**config.mk**
```make
export PLATFORM = sky130hd
export DESIGN_NAME = avalon_mm_test_master_flat
export DESIGN_NICKNAME = d
export VERILOG_FILES = /design/src/rtl/avalon_mm_test_master_if.sv /design/src/rtl/avalon_mm_test_master.sv /design/src/flat_wrapper.sv
export SDC_FILE = /design/constraint.sdc
export NUM_CORES = 1
export LEC_CHECK = 0
export ABC_AREA = 1
export BUFFER_PORTS_ARGS = -buffer_cell sky130_fd_sc_hd__buf_2
export CORE_MARGIN = 2
export CORE_UTILIZATION = 40
export DETAILED_ROUTE_END_ITERATION = 10
export SKIP_CTS_REPAIR_TIMING = 1
export SLEW_MARGIN = 0
export SYNTH_ARGS = -nofsm -noshare
export SYNTH_HDL_FRONTEND = slang
export SYNTH_SLANG_ARGS = --single-unit
```
**constraint.sdc**
```tcl
create_clock -name clk_i -period 4.37 [get_ports clk_i]
set_input_delay 0.437 -clock clk_i [delete_from_list [all_inputs] [get_ports clk_i]]
set_output_delay 0.437 -clock clk_i [all_outputs]
set_load 0.01 [all_outputs]
```
**src/rtl/avalon_mm_test_master_if.sv**
```systemverilog
// Command/response stream plus Avalon-MM master bus bundle for avalon_mm_test_master.
// master modport is the DUT view; slave modport is the host/bus-model view.
// Optional AVM_WAITREQ_EN adds master_waitrequest.
interface avalon_mm_test_master_if #(
   parameter int WIDTH = 32
);
   logic             cmd_valid;
   logic             cmd_ready;
   logic             cmd_write;
   logic [3:0]       cmd_address;
   logic [WIDTH-1:0] cmd_writedata;
   logic             rsp_valid;
   logic             rsp_ready;
   logic [WIDTH-1:0] rsp_readdata;
   logic [3:0]       master_address;
   logic             master_read;
   logic             master_write;
   logic [WIDTH-1:0] master_writedata;
   logic [WIDTH-1:0] master_readdata;
`ifdef AVM_WAITREQ_EN
   logic             master_waitrequest;

   modport master (
      input  cmd_valid, cmd_write, cmd_address, cmd_writedata, rsp_ready,
             master_readdata, master_waitrequest,
      output cmd_ready, rsp_valid, rsp_readdata,
             master_address, master_read, master_write, master_writedata
   );
   modport slave (
      output cmd_valid, cmd_write, cmd_address, cmd_writedata, rsp_ready,
             master_readdata, master_waitrequest,
      input  cmd_ready, rsp_valid, rsp_readdata,
             master_address, master_read, master_write, master_writedata
   );
`else
   modport master (
      input  cmd_valid, cmd_write, cmd_address, cmd_writedata, rsp_ready,
             master_readdata,
      output cmd_ready, rsp_valid, rsp_readdata,
             master_address, master_read, master_write, master_writedata
   );
   modport slave (
      output cmd_valid, cmd_write, cmd_address, cmd_writedata, rsp_ready,
             master_readdata,
      input  cmd_ready, rsp_valid, rsp_readdata,
             master_address, master_read, master_write, master_writedata
   );
`endif
endinterface

```
**src/rtl/avalon_mm_test_master.sv**
```systemverilog
// Avalon-MM master: buffers read/write commands in a FIFO, issues them one at a time, returns read data.
// Latency: 1 idle cycle from push into empty FIFO to strobe; read data captured READ_LATENCY cycles after the strobe.
// Backpressure: registered cmd_ready = !full; bus issue stalls while a read response waits for rsp_ready.
// Optional feature macro: AVM_WAITREQ_EN (adds master_waitrequest bus stall).
module avalon_mm_test_master #(
   parameter int WIDTH        = 32,
   parameter int FIFO_DEPTH   = 4,
   parameter int READ_LATENCY = 1
) (
   input  logic                    clk_i,
   input  logic                    reset_i,
   avalon_mm_test_master_if.master bus_if,
   output logic                    busy_o
);
   localparam int AW = $clog2(FIFO_DEPTH);
   localparam int LW = $clog2(READ_LATENCY + 1);

   typedef struct packed {
      logic             write;
      logic [3:0]       addr;
      logic [WIDTH-1:0] data;
   } cmd_t;

   typedef enum logic [1:0] {IDLE, BUS, RDWAIT, RESP} state_t;

   // ---------------- command FIFO ----------------
   cmd_t          mem_q [FIFO_DEPTH];
   logic [AW:0]   wr_ptr_q, wr_ptr_d;
   logic [AW:0]   rd_ptr_q, rd_ptr_d;
   logic          cmd_ready_q;
   logic          full_d;
   logic          fifo_empty;
   logic          push;
   logic          pop;
   cmd_t          cmd_in;
   cmd_t          head;

   assign cmd_in     = {bus_if.cmd_write, bus_if.cmd_address, bus_if.cmd_writedata};
   assign push       = bus_if.cmd_valid && cmd_ready_q;
   assign fifo_empty = (wr_ptr_q == rd_ptr_q);
   assign head       = mem_q[rd_ptr_q[AW-1:0]];

   // Next pointers and next-cycle full flag; cmd_ready is registered from this.
   always_comb begin
      wr_ptr_d = wr_ptr_q;
      rd_ptr_d = rd_ptr_q;
      if (push) wr_ptr_d = wr_ptr_q + (AW+1)'(1);
      if (pop)  rd_ptr_d = rd_ptr_q + (AW+1)'(1);
      full_d = (wr_ptr_d[AW] != rd_ptr_d[AW]) &&
               (wr_ptr_d[AW-1:0] == rd_ptr_d[AW-1:0]);
   end

   // FIFO pointer and ready registers; reset empties the queue.
   always_ff @(posedge clk_i or posedge reset_i) begin
      if (reset_i) begin
         wr_ptr_q    <= '0;
         rd_ptr_q    <= '0;
         cmd_ready_q <= 1'b1;
      end else begin
         wr_ptr_q    <= wr_ptr_d;
         rd_ptr_q    <= rd_ptr_d;
         cmd_ready_q <= !full_d;
      end
   end

   // FIFO storage; contents need no reset since the pointers gate visibility.
   always_ff @(posedge clk_i) begin
      if (push) mem_q[wr_ptr_q[AW-1:0]] <= cmd_in;
   end

   // ---------------- bus FSM ----------------
   state_t           state_q, state_d;
   logic [3:0]       addr_q, addr_d;
   logic [WIDTH-1:0] wdata_q, wdata_d;
   logic             read_q, read_d;
   logic             write_q, write_d;
   logic [LW-1:0]    lat_q, lat_d;
   logic [WIDTH-1:0] rdata_q, rdata_d;
   logic             bus_stall;

`ifdef AVM_WAITREQ_EN
   assign bus_stall = bus_if.master_waitrequest;
`else
   assign bus_stall = 1'b0;
`endif

   // Next state, FIFO pop and bus register loads; strobes default low so each lasts one cycle.
   always_comb begin
      state_d = state_q;
      addr_d  = addr_q;
      wdata_d = wdata_q;
      read_d  = 1'b0;
      write_d = 1'b0;
      lat_d   = lat_q;
      rdata_d = rdata_q;
      pop     = 1'b0;
      case (state_q)
         IDLE: begin
            if (!fifo_empty) begin
               pop     = 1'b1;
               addr_d  = head.addr;
               // Read commands leave the last write data on the bus untouched.
               wdata_d = head.write ? head.data : wdata_q;
               write_d = head.write;
               read_d  = !head.write;
               state_d = BUS;
            end
         end
         BUS: begin
            if (bus_stall) begin
               read_d  = read_q;
               write_d = write_q;
            end else if (write_q) begin
               // Chain the next command straight onto the bus for back-to-back issue.
               if (!fifo_empty) begin
                  pop     = 1'b1;
                  addr_d  = head.addr;
                  wdata_d = head.write ? head.data : wdata_q;
                  write_d = head.write;
                  read_d  = !head.write;
               end else begin
                  state_d = IDLE;
               end
            end else begin
               lat_d   = LW'(READ_LATENCY);
               state_d = RDWAIT;
            end
         end
         RDWAIT: begin
            if (lat_q == LW'(1)) begin
               rdata_d = bus_if.master_readdata;
               state_d = RESP;
            end else begin
               lat_d = lat_q - LW'(1);
            end
         end
         RESP: begin
            if (bus_if.rsp_ready) state_d = IDLE;
         end
         default: state_d = IDLE;
      endcase
   end

   // FSM and bus/response registers; reset abandons any transaction in flight.
   always_ff @(posedge clk_i or posedge reset_i) begin
      if (reset_i) begin
         state_q <= IDLE;
         addr_q  <= '0;
         wdata_q <= '0;
         read_q  <= 1'b0;
         write_q <= 1'b0;
         lat_q   <= '0;
         rdata_q <= '0;
      end else begin
         state_q <= state_d;
         addr_q  <= addr_d;
         wdata_q <= wdata_d;
         read_q  <= read_d;
         write_q <= write_d;
         lat_q   <= lat_d;
         rdata_q <= rdata_d;
      end
   end

   assign bus_if.cmd_ready        = cmd_ready_q;
   assign bus_if.master_address   = addr_q;
   assign bus_if.master_writedata = wdata_q;
   assign bus_if.master_read      = read_q;
   assign bus_if.master_write     = write_q;
   assign bus_if.rsp_valid        = (state_q == RESP);
   assign bus_if.rsp_readdata     = rdata_q;
   assign busy_o                  = (state_q != IDLE) || !fifo_empty;

endmodule

```
**src/flat_wrapper.sv**
```systemverilog
// flat-port wrapper written by rule: the top's interface ports become plain ports
module avalon_mm_test_master_flat 
#(
   parameter int WIDTH        = 32,
   parameter int FIFO_DEPTH   = 4,
   parameter int READ_LATENCY = 1
)
  (clk_i, reset_i, busy_o, bus_if_cmd_valid, bus_if_cmd_write, bus_if_cmd_address, bus_if_cmd_writedata, bus_if_rsp_ready, bus_if_master_readdata, bus_if_cmd_ready, bus_if_rsp_valid, bus_if_rsp_readdata, bus_if_master_address, bus_if_master_read, bus_if_master_write, bus_if_master_writedata);
  avalon_mm_test_master_if #(.WIDTH(WIDTH)) bus_if_i ();
  input  logic clk_i;
  input  logic reset_i;
  output logic busy_o;
  input wire logic [$bits(bus_if_i.cmd_valid)-1:0] bus_if_cmd_valid;
  input wire logic [$bits(bus_if_i.cmd_write)-1:0] bus_if_cmd_write;
  input wire logic [$bits(bus_if_i.cmd_address)-1:0] bus_if_cmd_address;
  input wire logic [$bits(bus_if_i.cmd_writedata)-1:0] bus_if_cmd_writedata;
  input wire logic [$bits(bus_if_i.rsp_ready)-1:0] bus_if_rsp_ready;
  input wire logic [$bits(bus_if_i.master_readdata)-1:0] bus_if_master_readdata;
  output wire logic [$bits(bus_if_i.cmd_ready)-1:0] bus_if_cmd_ready;
  output wire logic [$bits(bus_if_i.rsp_valid)-1:0] bus_if_rsp_valid;
  output wire logic [$bits(bus_if_i.rsp_readdata)-1:0] bus_if_rsp_readdata;
  output wire logic [$bits(bus_if_i.master_address)-1:0] bus_if_master_address;
  output wire logic [$bits(bus_if_i.master_read)-1:0] bus_if_master_read;
  output wire logic [$bits(bus_if_i.master_write)-1:0] bus_if_master_write;
  output wire logic [$bits(bus_if_i.master_writedata)-1:0] bus_if_master_writedata;
  assign bus_if_i.cmd_valid = bus_if_cmd_valid;
  assign bus_if_i.cmd_write = bus_if_cmd_write;
  assign bus_if_i.cmd_address = bus_if_cmd_address;
  assign bus_if_i.cmd_writedata = bus_if_cmd_writedata;
  assign bus_if_i.rsp_ready = bus_if_rsp_ready;
  assign bus_if_i.master_readdata = bus_if_master_readdata;
  assign bus_if_cmd_ready = bus_if_i.cmd_ready;
  assign bus_if_rsp_valid = bus_if_i.rsp_valid;
  assign bus_if_rsp_readdata = bus_if_i.rsp_readdata;
  assign bus_if_master_address = bus_if_i.master_address;
  assign bus_if_master_read = bus_if_i.master_read;
  assign bus_if_master_write = bus_if_i.master_write;
  assign bus_if_master_writedata = bus_if_i.master_writedata;
  avalon_mm_test_master #(.WIDTH(WIDTH), .FIFO_DEPTH(FIFO_DEPTH), .READ_LATENCY(READ_LATENCY)) u_core (.clk_i(clk_i), .reset_i(reset_i), .bus_if(bus_if_i), .busy_o(busy_o));
endmodule
```
==> impl_metrics.py <==
metrics = {
    "status": {
        "outcome": "finished with violations",
        "violations": "hold timing",
    },
    "place": {
        "hpwlAfterDp_mm": 10.9,
        "place_congestion": 0.772,
        "place_inst": 1079,
        "port-buffer-count": 145,
    },
    "route": {
        "num_vias": 5447,
        "drc": 0,
        "viasPerCell": 4.85,
        "wl_per_cell_um": 16.2,
        "first_iter_violations": 268,
        "routed_wl_mm": 18.3,
        "dr.pass1.iters": 4,
        "antenna_left": 0,
    },
    "die": {
        "ios": 146,
        "start_util": 0.404,
        "core-area_sq_um": 21600,
        "die_h_um": 152,
        "die_w_um": 152,
        "rows": 54,
        "design.die.area_sq_um": 23000,
    },
    "synthesis": {
        "synth.avg_cell_area_sq_um": 12.8,
        "syn_area_sq_um": 8720,
        "syn_nets": 757,
        "synth_cells": 679,
        "yosysSeqAreaShare": 0.739,
        "ys_seq_elements": 228,
        "synth.distinct_cells": 27,
        "yosys_warnings": 0,
    },
    "critical_path": {
        "crit_fanout": 78,
        "path_class": "flip-flop to output port",
        "cpMostUsedCell": "nand2_1",
        "cp-end-kind": "output port",
        "cp_num_buf_inv": 3,
        "cp.arrival_ns": 2.26,
        "startpoint_type": "flip-flop",
        "path_cells": "buf_4, nand2_1, nand2_1, nand3_2, nor2_1, inv_1, buf_2",
        "cp_top_family": "buffers and inverters",
        "crit_path_max_incr_delay_ns": 0.63,
        "required_ns": 3.93,
        "cp_slowest_cell": "buf_4",
    },
    "grt": {
        "grt_start_max_net_pins": 79,
        "grt_pass1_vias": 5256,
        "busiest_layer": "met2",
        "antenna_found_initial": 4,
        "grt_first_pass_wirelength_mm": 28.2,
        "overflow": 0,
        "track_usage": 0.160,
        "use_met2": 0.270,
        "grt_use_met3": 0.0401,
        "gr-usage-met1": 0.209,
    },
    "clock_network": {
        "clk_latency_ns": 0.53,
        "htreeDepth": 1,
        "cts_sinks": 228,
        "cts.path.max_buffers": 3,
        "clk_pin_slew_worst_paths_ns": 0.06,
        "numCtsBuffers": 24,
        "cts_tree": "built",
        "root_buffer": "clkbuf_16",
    },
    "sta": {
        "hold_slack_ns": -0.0390,
        "hold_viol": 39,
        "setup_viol": 0,
        "worst_clock_skew_ns": 0.0259,
        "relSlewSlack": 0.352,
        "finalCritPeriodShare": 0.618,
        "min_period_ns": 2.70,
        "timing.fmax_ghz": 0.370,
        "setup_tns_ns": 0,
        "drv_slew": 0,
        "rsz0062_at_grt": "no",
        "tightestPinTransition_ns": 0.970,
    },
    "layout": {
        "multi_input_area_sq_um": 2040,
        "area_growth_pct": 20.5,
        "stdcell_count": 1124,
        "nets": 903,
        "fillers": 1952,
        "drive_gt1_frac": 0.244,
        "seq_area_sq_um": 6450,
    },
    "power": {
        "p_leak_uw": 0.00434,
        "ir_worst_vdd_mv": 0.409,
        "powerDensity_nw_per_um2": 737,
    },
    "worst_hold_path": {
        "min_path_type": "primary input to asynchronous set/reset pin",
    },
    "flow_run": {
        "maxCapViolations": 0,
    },
}
-- where the power goes --
group,leakage [uW],internal [uW],switching (uW)
Sequential,0.00231,2970,336
Combinational,0.00165,887,1600
Clock,0.000385,1180,784
-- cells in the mapped netlist, drive strengths merged --
cell,instances,share of area
a31oi,4,0.0029
buf,14,0.0099
dfstp,1,0.0030
nand2,126,0.056
xor2,3,0.0030
nand4,1,0.00072
ha,5,0.0072
clkbuf,19,0.0082
o21ai,76,0.044
mux2,32,0.041
nor2,96,0.042
o22ai,33,0.024
edfxtp,148,0.51
o21bai,1,0.00086
nand3,14,0.0086
dfrtp,79,0.23
nor2b,1,0.00072
inv,25,0.011
xnor2,1,0.0010
-- flip-flops by register name, summed over array words and instances, names as in the netlist, named ones only --
name and count:
u_core.state_q 1, u_core.bus_if.master_address 4, u_core.wr_ptr_q 3, u_core.bus_if.cmd_ready 1, u_core.bus_if.master_write 1, u_core.lat_q 1, u_core.bus_if.rsp_readdata 32, u_core.rd_ptr_q 3
u_core.bus_if.master_writedata 32, u_core.bus_if.master_read 1, u_core.mem_q 148
-- layer usage --
layer	wire length, um	part of all wire	vias to the layer above
met5	36	0.0020	-
met4	400	0.022	6
met3	1270	0.070	33
met2	8630	0.47	161
met1	7910	0.43	2585
li1	-	-	2662
-- placed cells by master, fill, tap and decap left out, types with 4 or more instances in the layout --
master / netlist / layout
o21ai_0: 76 / 76
o22ai_1: 33 / 33
clkinv_2: 0 / 4
clkinv_1: 0 / 5
buf_4: 0 / 8
inv_1: 21 / 19
ha_1: 5 / 5
nand2_1: 124 / 124
a31oi_1: 4 / 4
mux2_1: 30 / 30
nand3_1: 13 / 13
nor2_1: 95 / 92
clkbuf_1: 19 / 4
nor2_4: 1 / 4
buf_2: 9 / 145
clkbuf_16: 0 / 24
dfrtp_1: 79 / 77
edfxtp_1: 148 / 148
-- area by class of cell --
| cell class | count | area share |
|---|---|---|
| Sequential cell | 228 | 0.613 |
| Multi-Input combinational cell | 393 | 0.194 |
| Timing Repair Buffer | 153 | 0.0747 |
| Clock buffer | 31 | 0.0625 |
| Tap cell | 280 | 0.0333 |
| Clock inverter | 13 | 0.0118 |
| Inverter | 25 | 0.00964 |
| Antenna cell | 1 | 0.000238 |
-- through the flow --
stage	setup WS (ns)	total power, uW	hold slack (ns)	utilization	cell area, sq um
3_3_place_gp	1.78	5830	0.462	0.450	9730
3_5_place_dp	1.67	5890	0.467	0.450	9730
4_1_cts	1.65	7870	-0.0368	0.486	10500
6_report	1.67	7750	-0.0390	0.486	10500
5_1_grt	1.43	8330	0.00532	0.486	10500
2_1_floorplan	1.68	5010	0.466	-	8720
-- cells by family (layout without fill, tap and decap cells) --
kind of cell,count (synthesis),in the layout,synth area share
DFF,228,228,0.739
muxes,32,32,0.0413
and+or+nand+nor,238,238,0.108
AOI/OAI and AO/OA,114,114,0.0710
adders and majority gates,5,5,0.00717
other,0,1,0
buffers and inverters,58,222,0.0294
xor gates and xnor gates,4,4,0.00402
-- path summary, 6_finish.rpt --
path	startpoint	to	slack, ns	cells after the start
worst min-delay path	reset_i	u_core.bus_if.master_writedata[18]	-0.04	2
worst max register to register	u_core.rd_ptr_q[0]	u_core.bus_if.master_writedata[18]	1.73	8
min in group clk_i	bus_if_cmd_writedata[13]	u_core.mem_q[0][13]	0.12	1
max in group asynchronous	reset_i	u_core.rd_ptr_q[1]	3.45	3
worst max-delay path	u_core.rd_ptr_q[0]	busy_o	1.67	7
worst min register to register	u_core.bus_if.master_writedata[3]	u_core.bus_if.master_writedata[3]	0.48	2
Power figures use the tool's default switching activity.
